**config.mk**
```make
export PLATFORM = sky130hd
export DESIGN_NAME = gf180mcu_fd_sc_mcu9t5v0__setn_gen_flat
export DESIGN_NICKNAME = d
export VERILOG_FILES = /design/src/rtl/gf180mcu_fd_sc_mcu9t5v0__setn_gen_if.sv /design/src/rtl/gf180mcu_fd_sc_mcu9t5v0__setn_gen.sv /design/src/flat_wrapper.sv
export SDC_FILE = /design/constraint.sdc
export NUM_CORES = 1
export LEC_CHECK = 0
export ABC_CLOCK_PERIOD_IN_PS = 1800
export BUFFER_PORTS_ARGS = -buffer_cell sky130_fd_sc_hd__buf_2
export CAP_MARGIN = 20
export CORE_ASPECT_RATIO = 0.75
export CORE_UTILIZATION = 40
export DETAILED_ROUTE_END_ITERATION = 8
export GPL_TIMING_DRIVEN = 0
export PLACE_DENSITY_LB_ADDON = 0.3
export SLEW_MARGIN = 0
export SYNTH_ARGS = -nofsm -noshare
export SYNTH_HDL_FRONTEND = slang
export SYNTH_SLANG_ARGS = --single-unit
```
**constraint.sdc**
```tcl
create_clock -name CLK -period 1.8 [get_ports CLK]
set_input_delay 0.36 -clock CLK [delete_from_list [all_inputs] [get_ports CLK]]
set_output_delay 0.36 -clock CLK [all_outputs]
set_load 0.005 [all_outputs]
```
**src/rtl/gf180mcu_fd_sc_mcu9t5v0__setn_gen_if.sv**
```systemverilog
// SETN generator request/status bundle.
// master: drives SET_REQ, MIN_W; slave: drives SETN, BUSY, DONE.
interface gf180mcu_fd_sc_mcu9t5v0__setn_gen_if #(
    parameter int CNT_W = 4
);
    logic             SET_REQ;
    logic [CNT_W-1:0] MIN_W;
    logic             SETN;
    logic             BUSY;
    logic             DONE;

    modport master (
        output SET_REQ,
        output MIN_W,
        input  SETN,
        input  BUSY,
        input  DONE
    );

    modport slave (
        input  SET_REQ,
        input  MIN_W,
        output SETN,
        output BUSY,
        output DONE
    );
endinterface

```
**src/rtl/gf180mcu_fd_sc_mcu9t5v0__setn_gen.sv**
```systemverilog
// Width-guaranteed, recovery-safe SETN source for dffnsnq banks.
// Ports: CLK, RST (async high), bus.slave (SET_REQ/MIN_W in, SETN/BUSY/DONE out).
module gf180mcu_fd_sc_mcu9t5v0__setn_gen #(
    parameter int SYNC_STAGES = 2,
    parameter int CNT_W       = 4,
    parameter int RECOV       = 2
) (
    input  logic CLK,
    input  logic RST,
    gf180mcu_fd_sc_mcu9t5v0__setn_gen_if.slave bus
);

    typedef enum logic [1:0] {
        ST_POR,
        ST_IDLE,
        ST_ASSERT,
        ST_RECOVER
    } state_t;

    localparam logic [CNT_W-1:0] ONE    = CNT_W'(1);
    localparam logic [CNT_W-1:0] REC_M1 = CNT_W'(RECOV - 1);

    state_t                 state;
    logic [CNT_W-1:0]       cnt;
    logic                   por_ld;
    logic                   setn_q;
    logic                   busy_q;
    logic                   done_q;
    logic [SYNC_STAGES-1:0] sync_q;
    logic                   req_s;
    logic [CNT_W-1:0]       min_w;
    logic [CNT_W-1:0]       mw_m1;
    logic [CNT_W-1:0]       por_cnt;

    assign min_w = bus.MIN_W;
    assign req_s = sync_q[SYNC_STAGES-1];

    // max(MIN_W,1)-1
    assign mw_m1 = (min_w == '0) ? '0 : min_w - ONE;

    // The POR count is taken from MIN_W on the first edge after
    // reset release rather than loaded asynchronously inside reset.
    assign por_cnt = por_ld ? mw_m1 : cnt;

    always_ff @(posedge CLK or posedge RST) begin
        if (RST) begin
            sync_q <= '0;
        end else begin
            sync_q <= {sync_q[SYNC_STAGES-2:0], bus.SET_REQ};
        end
    end

    always_ff @(posedge CLK or posedge RST) begin
        if (RST) begin
            state  <= ST_POR;
            cnt    <= '0;
            por_ld <= 1'b1;
            setn_q <= 1'b0;
            busy_q <= 1'b1;
            done_q <= 1'b0;
        end else begin
            done_q <= 1'b0;
            case (state)
                ST_POR: begin
                    por_ld <= 1'b0;
                    setn_q <= 1'b0;
                    busy_q <= 1'b1;
                    if (por_cnt == '0) begin
                        state  <= ST_RECOVER;
                        setn_q <= 1'b1;
                        cnt    <= REC_M1;
                    end else begin
                        cnt <= por_cnt - ONE;
                    end
                end
                ST_IDLE: begin
                    setn_q <= 1'b1;
                    busy_q <= 1'b0;
                    if (req_s) begin
                        state  <= ST_ASSERT;
                        setn_q <= 1'b0;
                        busy_q <= 1'b1;
                        cnt    <= mw_m1;
                    end
                end
                ST_ASSERT: begin
                    setn_q <= 1'b0;
                    busy_q <= 1'b1;
                    if (cnt != '0) begin
                        cnt <= cnt - ONE;
                    end else if (!req_s) begin
                        state  <= ST_RECOVER;
                        setn_q <= 1'b1;
                        cnt    <= REC_M1;
                    end
                end
                ST_RECOVER: begin
                    setn_q <= 1'b1;
                    busy_q <= 1'b1;
                    if (cnt == '0) begin
                        state  <= ST_IDLE;
                        busy_q <= 1'b0;
                        done_q <= 1'b1;
                    end else begin
                        cnt <= cnt - ONE;
                    end
                end
                default: begin
                    state  <= ST_POR;
                    cnt    <= '0;
                    por_ld <= 1'b1;
                    setn_q <= 1'b0;
                    busy_q <= 1'b1;
                end
            endcase
        end
    end

    assign bus.SETN = setn_q;
    assign bus.BUSY = busy_q;
    assign bus.DONE = done_q;

endmodule

```
**src/flat_wrapper.sv**
```systemverilog
// flat-port wrapper written by rule: the top's interface ports become plain ports
module gf180mcu_fd_sc_mcu9t5v0__setn_gen_flat 
#(
    parameter int SYNC_STAGES = 2,
    parameter int CNT_W       = 4,
    parameter int RECOV       = 2
)
  (CLK, RST, bus_SET_REQ, bus_MIN_W, bus_SETN, bus_BUSY, bus_DONE);
  gf180mcu_fd_sc_mcu9t5v0__setn_gen_if #(.CNT_W(CNT_W)) bus_i ();
  input  logic CLK;
  input  logic RST;
  input wire logic [$bits(bus_i.SET_REQ)-1:0] bus_SET_REQ;
  input wire logic [$bits(bus_i.MIN_W)-1:0] bus_MIN_W;
  output wire logic [$bits(bus_i.SETN)-1:0] bus_SETN;
  output wire logic [$bits(bus_i.BUSY)-1:0] bus_BUSY;
  output wire logic [$bits(bus_i.DONE)-1:0] bus_DONE;
  assign bus_i.SET_REQ = bus_SET_REQ;
  assign bus_i.MIN_W = bus_MIN_W;
  assign bus_SETN = bus_i.SETN;
  assign bus_BUSY = bus_i.BUSY;
  assign bus_DONE = bus_i.DONE;
  gf180mcu_fd_sc_mcu9t5v0__setn_gen #(.SYNC_STAGES(SYNC_STAGES), .CNT_W(CNT_W), .RECOV(RECOV)) u_core (.CLK(CLK), .RST(RST), .bus(bus_i));
endmodule
```
==> results of run 1 <==
## layer usage
layer | vias to the layer above | share of wire [%] | global-route usage [%] | wire [um]
met5 | - | 0 | 0 | 0
met4 | 0 | 0.42 | 2.500 | 8
met3 | 2 | 5.3 | 8.791 | 102
met2 | 22 | 47 | 28.67 | 907
met1 | 373 | 47 | 28.24 | 907
li1 | 376 | - | - | -
## metrics by stage
stage / utilization, % / instance area [um^2] / setup TNS (ns) / instances
3_5_place_dp: 45.99 / 918.4 / 0 / 126
5_1_grt: 49.44 / 987.2 / -0.07652 / 131
3_3_place_gp: 45.99 / 918.4 / -0.008596 / 126
6_report: 49.44 / 987.2 / 0 / 131
2_1_floorplan: - / 848.3 / 0 / 94
4_1_cts: 48.18 / 962.2 / 0 / 130
## state kept, by name, indices dropped and copies added (netlist names)
name and count:
u_core.cnt 4, u_core.bus.DONE 1, u_core.por_ld 1, u_core.state 2, u_core.bus.BUSY 1, u_core.sync_q 2, u_core.bus.SETN 1
## path summary, 6_finish.rpt
kind	startpoint	to
max in group asynchronous	RST	u_core.por_ld
min in group CLK	bus_SET_REQ	u_core.sync_q[0]
min	RST	u_core.bus.DONE
min reg2reg	u_core.sync_q[0]	u_core.sync_q[1]
max	u_core.cnt[0]	u_core.cnt[1]
max reg2reg	u_core.cnt[0]	u_core.cnt[1]
## power by group through the flow
stage               registers [mW]  logic, mW  clock network (mW)
floorplan                    0.456      0.586                   0
global placement             0.477      0.748                   0
detailed placement           0.483      0.753                   0
CTS                          0.481      0.764               0.223
global route                 0.507      0.910               0.236
finish                       0.489      0.821               0.212
## layout make-up
cell class                 instances  area [um^2]  share of cell area, %
tap                               24        30.03                  3.042
timing repair buffer               9        47.55                  4.816
buffer                             4        16.27                  1.648
multi-input combinational         73        520.5                  52.72
sequential                        12        304.0                  30.80
clock buffer                       4        36.28                  3.676
inverter                           5        32.53                  3.295
## cell usage in the layout, fill, tap and decap left out, types with 2 or more instances in the layout
cell      instances
a211o_1           3
a21oi_1           6
a31oi_1           5
buf_2             9
clkbuf_1          3
clkbuf_4          3
dfrtp_1           9
dfstp_2           2
ha_1              2
inv_1             3
nand2_1           5
nand3_1           3
nor2_1           12
nor3_1            4
o21ai_0           5
o31ai_1           3
o31ai_4           3
or3_1             2
## cell families (layout without fill, tap and decap cells)
logic type,Yosys count,in the layout,synth area share (%)
AND/OR/NAND/NOR,37,37,23.75
buffers and inverters,9,22,5.751
adder cells (fa/ha/maj),2,2,2.949
flip-flops,12,12,35.69
AO/OA/AOI/OAI,34,34,31.86
## worst reg2reg max path: stages (launching register included)
cell	delay, ns
dfrtp_2	0.45
inv_2	0.09
ha_1	0.19
or3b_4	0.42
nor2_1	0.09
o21ai_0	0.09
o31ai_1	0.12
a31oi_1	0.16
## repair_timing
item                       in CTS  in global routing
hold buffers                    0                  0
setup endpoints to repair       3                  4
buffers inserted                0                  1
resized for setup               2                  5
pin swaps                       0                  2
==> flow_metrics.env, run 1 <==
export IMPL_outcome="complete, no violations"
export IMPL_antenna_found_initial=0
export IMPL_path_class="flop to flop"
export IMPL_port_buffers=8
export IMPL_die_w_um=55.18
export IMPL_power_total_mw=1.522
export IMPL_yosys_warnings=0
export IMPL_p_int_mw=0.8587
export IMPL_drc=0
export IMPL_cts_root_buf="clkbuf_4"
export IMPL_fin_crit_sh_pct=97.87
export IMPL_synth_seq_area_share_pct=35.69
export IMPL_max_vdd_ir_drop_mv=0.6946
export IMPL_grt_ovfl_total=0
export IMPL_reg2reg_depth=7
export IMPL_die_area_um2=2311
export IMPL_end_kind="flop"
export IMPL_layout_nets=117
export IMPL_ios=10
export IMPL_pre_cts_ws_ns=0.0008129
export IMPL_rows=14
export IMPL_drtIter0Drc=27
export IMPL_power_density_nw_per_um2=1542
export IMPL_async_flop_share_pct=100.0
export IMPL_worstSetupStartpointType="flop"
export IMPL_routedWlPerCell_um=14.69
export IMPL_grt_pass1_wl_um=3291
export IMPL_setup_violations=0
export IMPL_synth_edff_count=0
export IMPL_num_antenna_cells=0
export IMPL_p_seq_share_pct=32.1
export IMPL_synth_distinct_cells=38
export IMPL_hold_viol=0
export IMPL_worstPathCellList="inv_2 > ha_1 > or3b_4 > nor2_1 > o21ai_0 > o31ai_1 > a31oi_1"
export IMPL_gp_congestion=0.9020
export IMPL_vias=773
export IMPL_syn_num_nets=103
export IMPL_yosysTopAreaCell="dfrtp_1"
export IMPL_drtAntennaViolNets=0
export IMPL_switching_share_pct=43.58
export IMPL_cts_sinks=12
export IMPL_syn_inst=94
export IMPL_dr_pass1_iters=4
export IMPL_clock_insertion_delay_worst_skew_ns=0.27
export IMPL_p_leak_nw=0.3905
export IMPL_timing_final_ws_setup_ns=0.03837
export IMPL_hold_ws_ns=0.07396
export IMPL_grt_pass1_vias=712
export IMPL_cts_tree="built"
export IMPL_synth_top_area_share_pct=29.50
export IMPL_drive_gt1_share_pct=28.97
export IMPL_synth_area_leaders="dfrtp_1 29%, dfstp_2 6.2%, nor2_1 5.8%, o31ai_4 5.0%, a31oi_1 3.7%"
export IMPL_n_fill_cell=211
export IMPL_die_h_um=41.88
export IMPL_reg2reg_setup_slack_ns=0.04
export IMPL_yosysMostFrequentCell="nor2_1"
export IMPL_ys_ff_latch=12
export IMPL_postSynthAreaPerCell_um2=9.025
export IMPL_worstHoldPathType="input pin to async pin"
export IMPL_via_per_inst=5.901
export IMPL_synth_top_flop_cell="dfrtp_1"
export IMPL_clockBufferDepth=2
export IMPL_initial_core_util_pct=42.48
export IMPL_critical_path_arrival_ns=1.88
export IMPL_syn2layout_area_growth_pct=16.37
export IMPL_grt_use_total_pct=19.91
export IMPL_htree_levels=1
export IMPL_worstPathMaxFanout=6
export IMPL_combPwrFrac_pct=54.0
export IMPL_slew_violations=0
export IMPL_syn_area_um2=848.3
export IMPL_clk_pin_slew_worst_paths_ns=0.07
export IMPL_max_slew_margin_pct=70.53
export IMPL_synthTopCellsByCount="13 x nor2_1, 10 x dfrtp_1, 6 x a21oi_1"
export IMPL_fmax_mhz=567.7
export IMPL_fin_crit_ns=1.762
export IMPL_core_um2=1997
export IMPL_crit_required_ns=1.92
export IMPL_tightest_slew_ns=0.4416
export IMPL_path_buf_inv=1
export IMPL_crit_path_top_delay_cell="dfrtp_2"
export IMPL_wl_um=1925
export IMPL_critPathTopFamily="simple AND/OR/NAND/NOR gates"
export IMPL_p_switching_mw=0.6634
export IMPL_cp_depth=7
export IMPL_dp_hpwl_um=1386
export IMPL_grt_max_degree=13
export IMPL_drv_cap=0
export IMPL_critical_path_max_stage_delay_ns=0.45
export IMPL_clkPwrFrac_pct=13.9
export IMPL_clock_skew_ns=0.002764
export IMPL_cts_buffers=3
Power figures use the tool's default switching activity.
==> inputs of run 2 (changes only) <==
Settings changed: HOLD_SLACK_MARGIN set to 0.15.
==> run 2 against run 1 <==
  * Global-route usage shrank 0.074 points
  * Clock skew shrank 0.0011 ns
  * Flip-flop and latch count is the same
  * Critical path depth is the same
  * First-iteration DRC count grew 11%
  * Clock power is essentially flat
  * Critical endpoint unchanged
  * Highest routed layer unchanged
==> flow_metrics.env, run 2 (synthesis results as in run 1) <==
export IMPL_outcome="complete, no violations"
export IMPL_max_slew_margin_pct=70.38
export IMPL_wl_um=1901
export IMPL_routedWlPerCell_um=14.40
export IMPL_worstHoldPathType="input pin to flop"
export IMPL_final_area_um2=997.2
export IMPL_dp_cells=126
export IMPL_grt_max_degree=13
export IMPL_layout_common_cells="12 x nor2_1, 9 x buf_2, 9 x dfrtp_1, 6 x a21oi_1"
export IMPL_ios=10
export IMPL_top_regs="u_core.cnt (4), u_core.state (2), u_core.sync_q (2)"
export IMPL_drc=0
export IMPL_layoutNonFillerInstCount=132
export IMPL_largest_reg_flops=4
export IMPL_grt_pass1_vias=710
export IMPL_port_buffers=8
export IMPL_drtAntennaViolNets=0
export IMPL_gp_congestion=0.9020
export IMPL_reg2reg_setup_slack_ns=0.03
export IMPL_final_common_cell="nor2_1"
export IMPL_path_class="flop to flop"
export IMPL_cts_sinks=12
export IMPL_drtIter0Drc=30
export IMPL_die_area_um2=2311
export IMPL_clk_pin_slew_worst_paths_ns=0.07
export IMPL_clockBufferDepth=2
export IMPL_tightest_slew_ns=0.4438
export IMPL_max_vdd_ir_drop_mv=0.6917
export IMPL_power_density_nw_per_um2=1524
export IMPL_drive_gt1_share_pct=28.70
export IMPL_worstSetupStartpointType="flop"
export IMPL_fin_crit_sh_pct=98.07
export IMPL_antenna_found_initial=0
export IMPL_fin_crit_ns=1.765
export IMPL_end_kind="flop"
export IMPL_clock_insertion_delay_worst_skew_ns=0.27
export IMPL_core_um2=1997
export IMPL_drv_cap=0
export IMPL_htree_levels=1
export IMPL_clock_skew_ns=0.001680
export IMPL_slew_violations=0
export IMPL_grt_use_met1_pct=28.24
export IMPL_critical_path_arrival_ns=1.89
export IMPL_dp_hpwl_um=1386
export IMPL_layout_nets=118
export IMPL_fin_setup_tns_ns=0
export IMPL_cts_root_buf="clkbuf_4"
export IMPL_via_per_inst=5.962
export IMPL_cts_buffers=3
export IMPL_hold_viol=0
export IMPL_use_met3_pct=8.791
export IMPL_place_area_um2=918.4
export IMPL_grt_ovfl_total=0
export IMPL_die_h_um=41.88
export IMPL_grt_use_met2_pct=28.43
export IMPL_dr_pass1_iters=4
export IMPL_rows=14
export IMPL_grt_pass1_wl_um=3277
export IMPL_crit_required_ns=1.92
export IMPL_hold_ws_ns=0.1888
export IMPL_initial_core_util_pct=42.48
export IMPL_fmax_mhz=566.5
export IMPL_top_usage_layer="met2"
export IMPL_fin_util_pct=49.94
export IMPL_syn2layout_area_growth_pct=17.55
export IMPL_largest_register="u_core.cnt"
export IMPL_grt_use_total_pct=19.84
export IMPL_pre_cts_ws_ns=0.0008129
export IMPL_vias=787
export IMPL_die_w_um=55.18
export IMPL_power_total_mw=1.520
export IMPL_worstPathMaxFanout=6
export IMPL_setup_violations=0
export IMPL_cts_tree="built"
export IMPL_timing_final_ws_setup_ns=0.03466
export IMPL_num_antenna_cells=0
export IMPL_p_leak_nw=0.3947
run 2: worst paths after layout:
check                           depth (start not counted)          endpoint              from
min in group asynchronous                               3     u_core.cnt[2]               RST
worst max-delay path                                    7     u_core.cnt[1]     u_core.cnt[0]
worst min register to register                          0  u_core.sync_q[1]  u_core.sync_q[0]
max in group asynchronous                               3     u_core.por_ld               RST
worst min-delay path                                    1  u_core.sync_q[0]       bus_SET_REQ
worst max register to register                          7     u_core.cnt[1]     u_core.cnt[0]
run 2: layout make-up:
type / instances / area [um^2]
tap: 24 / 30.03
inverter: 5 / 32.53
fill: 208 / 999.7
multi-input combinational: 73 / 520.5
timing repair buffer: 10 / 57.56
clock buffer: 4 / 36.28
sequential: 12 / 304.0
buffer: 4 / 16.27
run 2: repair_timing:
item | in CTS | in global routing
endpoints found under the hold margin | 10 | 0
hold buffers | 1 | 0
buffers inserted | 0 | 1
gates resized for setup | 2 | 5
endpoints found under the setup margin | 3 | 4
pin swaps | 0 | 2
run 2: critical path, stage by stage (launching register included):
cell and delay, ns:
dfrtp_2 0.45, inv_2 0.09, ha_1 0.19, or3b_4 0.42
nor2_1 0.09, o21ai_0 0.09, o31ai_1 0.12, a31oi_1 0.16
run 2: report_power, final:
part,total (mW),switching [mW],leakage (nW),internal [mW]
Clock,0.211,0.0879,0.0210,0.123
Combinational,0.821,0.465,0.243,0.356
Sequential,0.489,0.107,0.131,0.381
run 2: routing by layer:
layer	routed length, um	share of wire (%)	up-vias
met3	180	9.5	2
met2	896	47	36
met5	0	0	-
met1	819	43	370
met4	5	0.26	0
li1	-	-	379
==> inputs of run 3 (changes only) <==
Settings changed: BUFFER_PORTS_ARGS -buffer_cell sky130_fd_sc_hd__buf_2 to not set, DONT_BUFFER_PORTS set to 1, RECOVER_POWER set to 25.
==> run 3 against run 2 <==
  * Utilization is 1.8 points lower
  * Critical endpoint unchanged
  * Design area decreased by 3.5%
  * Via count is 5.2% lower
  * Critical path type unchanged
==> flow_metrics.env, run 3 (synthesis results as in run 1) <==
export IMPL_outcome="complete, no violations"
export IMPL_drtIter0Drc=34
export IMPL_clock_skew_ns=0.001413
export IMPL_port_buffers=0
export IMPL_p_seq_share_pct=36.3
export IMPL_worstPathMaxFanout=6
export IMPL_dp_hpwl_um=1338
export IMPL_die_h_um=41.88
export IMPL_die_area_um2=2311
export IMPL_largest_reg_flops=4
export IMPL_grt_ovfl_total=0
export IMPL_clkPwrFrac_pct=10.7
export IMPL_max_slew_margin_pct=69.73
export IMPL_worstSetupStartpointType="flop"
export IMPL_grt_pass1_vias=655
export IMPL_grt_pass1_wl_um=3015
export IMPL_antenna_found_initial=0
export IMPL_layout_nets=109
export IMPL_cts_sinks=12
export IMPL_htree_levels=1
export IMPL_multi_input_area_um2=540.5
export IMPL_final_common_cell="nor2_1"
export IMPL_p_switching_mw=0.6603
export IMPL_hold_viol=0
export IMPL_ios=10
export IMPL_pre_cts_ws_ns=-0.003076
export IMPL_gp_congestion=0.9252
export IMPL_grt_max_degree=13
export IMPL_die_w_um=55.18
export IMPL_fin_setup_tns_ns=0
export IMPL_rows=14
export IMPL_setup_violations=0
export IMPL_path_class="flop to flop"
export IMPL_register_area_um2=304.0
export IMPL_layout_common_cells="12 x nor2_1, 9 x dfrtp_1"
export IMPL_n_fill_cell=188
export IMPL_critical_path_arrival_ns=1.88
export IMPL_dr_pass1_iters=4
export IMPL_place_area_um2=878.3
export IMPL_fin_crit_ns=1.749
export IMPL_combPwrFrac_pct=53.0
export IMPL_final_area_um2=962.2
export IMPL_clock_insertion_delay_worst_skew_ns=0.27
export IMPL_p_leak_nw=0.3616
export IMPL_critPathTopFamily="simple AND/OR/NAND/NOR gates"
export IMPL_crit_path_top_delay_cell="dfrtp_2"
export IMPL_clk_pin_slew_worst_paths_ns=0.07
export IMPL_end_kind="flop"
export IMPL_cts_tree="built"
export IMPL_cts_buffers=3
export IMPL_path_buf_inv=1
export IMPL_crit_required_ns=1.93
export IMPL_wl_um=1853
export IMPL_core_um2=1997
export IMPL_power_total_mw=1.469
export IMPL_drive_gt1_share_pct=26.53
export IMPL_drv_cap=0
export IMPL_routedWlPerCell_um=15.19
export IMPL_cts_root_buf="clkbuf_4"
export IMPL_clockBufferDepth=2
export IMPL_num_antenna_cells=0
export IMPL_power_density_nw_per_um2=1527
export IMPL_fin_util_pct=48.18
export IMPL_fmax_mhz=571.8
export IMPL_via_per_inst=6.115
export IMPL_cts_setup_buffers=0
export IMPL_worstHoldPathType="flop to flop"
export IMPL_initial_core_util_pct=42.48
export IMPL_drc=0
export IMPL_vias=746
export IMPL_p_int_mw=0.8090
export IMPL_max_vdd_ir_drop_mv=0.7978
export IMPL_slew_violations=0
export IMPL_tightest_slew_ns=0.4535
export IMPL_drtAntennaViolNets=0
export IMPL_grt_use_total_pct=18.58
export IMPL_critical_path_max_stage_delay_ns=0.45
export IMPL_fin_crit_sh_pct=97.16
export IMPL_largest_register="u_core.cnt"
export IMPL_worstPathCellList="inv_2 > ha_2 > or3b_4 > nor2_1 > o21ai_0 > o31ai_1 > a31oi_1"
export IMPL_switching_share_pct=44.94
export IMPL_top_regs="u_core.cnt (4), u_core.state (2), u_core.sync_q (2)"
export IMPL_syn2layout_area_growth_pct=13.42
export IMPL_timing_final_ws_setup_ns=0.05114
run 3: changes by cell type in the layout (fill, tap and decap cells not counted), sizes merged:
cell and delta:
buf -9, clkbuf -2, dlygate4sd3 +1
run 3: power groups by stage:
| stage | registers (mW) | logic (mW) | clock network (mW) |
|---|---|---|---|
| 2_1_floorplan | 0.456 | 0.586 | 0 |
| 3_3_place_gp | 0.488 | 0.715 | 0 |
| 3_5_place_dp | 0.486 | 0.714 | 0 |
| 4_1_cts | 0.483 | 0.728 | 0.165 |
| 5_1_grt | 0.550 | 0.855 | 0.175 |
| 6_report | 0.533 | 0.779 | 0.158 |
run 3: repair_timing:
item                                    in CTS  in global routing
pin swaps                                    0                  0
endpoints found under the hold margin       11                  0
endpoints found under the setup margin       1                  6
resized for setup                            1                 12
gates cloned                                 0                  0
hold buffers                                 2                  0
run 3: layout make-up:
type                       instances  share of cell area [%]
buffer                             3                   1.300
inverter                           5                   3.381
timing repair buffer               2                   2.081
clock buffer                       3                   2.341
multi-input combinational         73                   56.18
tap                               24                   3.121
sequential                        12                   31.60
run 3: final timing paths:
check | start | to | slack (ns) | cells past startpoint
setup / recovery | u_core.cnt[0] | u_core.cnt[1] | 0.05 | 7
hold / removal | u_core.sync_q[0] | u_core.sync_q[1] | 0.35 | 0
setup reg to reg | u_core.cnt[0] | u_core.cnt[1] | 0.05 | 7
hold reg to reg | u_core.sync_q[0] | u_core.sync_q[1] | 0.35 | 0
max in group asynchronous | RST | u_core.por_ld | 0.92 | 2
min in group asynchronous | RST | u_core.bus.DONE | 0.54 | 2
run 3: per-stage QoR:
stage / cells / hold slack (ns)
6_report: 122 / 0.3512
2_1_floorplan: 94 / 0.2233
3_5_place_dp: 118 / 0.2808
4_1_cts: 123 / 0.3563
5_1_grt: 122 / 0.3591
3_3_place_gp: 118 / 0.2736
run 3: layer usage:
metal  track usage, %  wire length [um]  vias to the layer above
met2            23.61               831                       43
met3            8.059               177                        2
li1                 -                 -                      358
met1            28.08               833                      343
met5                0                 0                        -
met4            5.000                10                        0
run 3: worst register-to-register path: cells and delay by family, from the launching register on:
family          cells  cell delay, ns
compound gates      3            0.36
flops               1            0.45
fa+ha+maj           1            0.20
buf+inv             1            0.09
simple gates        2            0.52
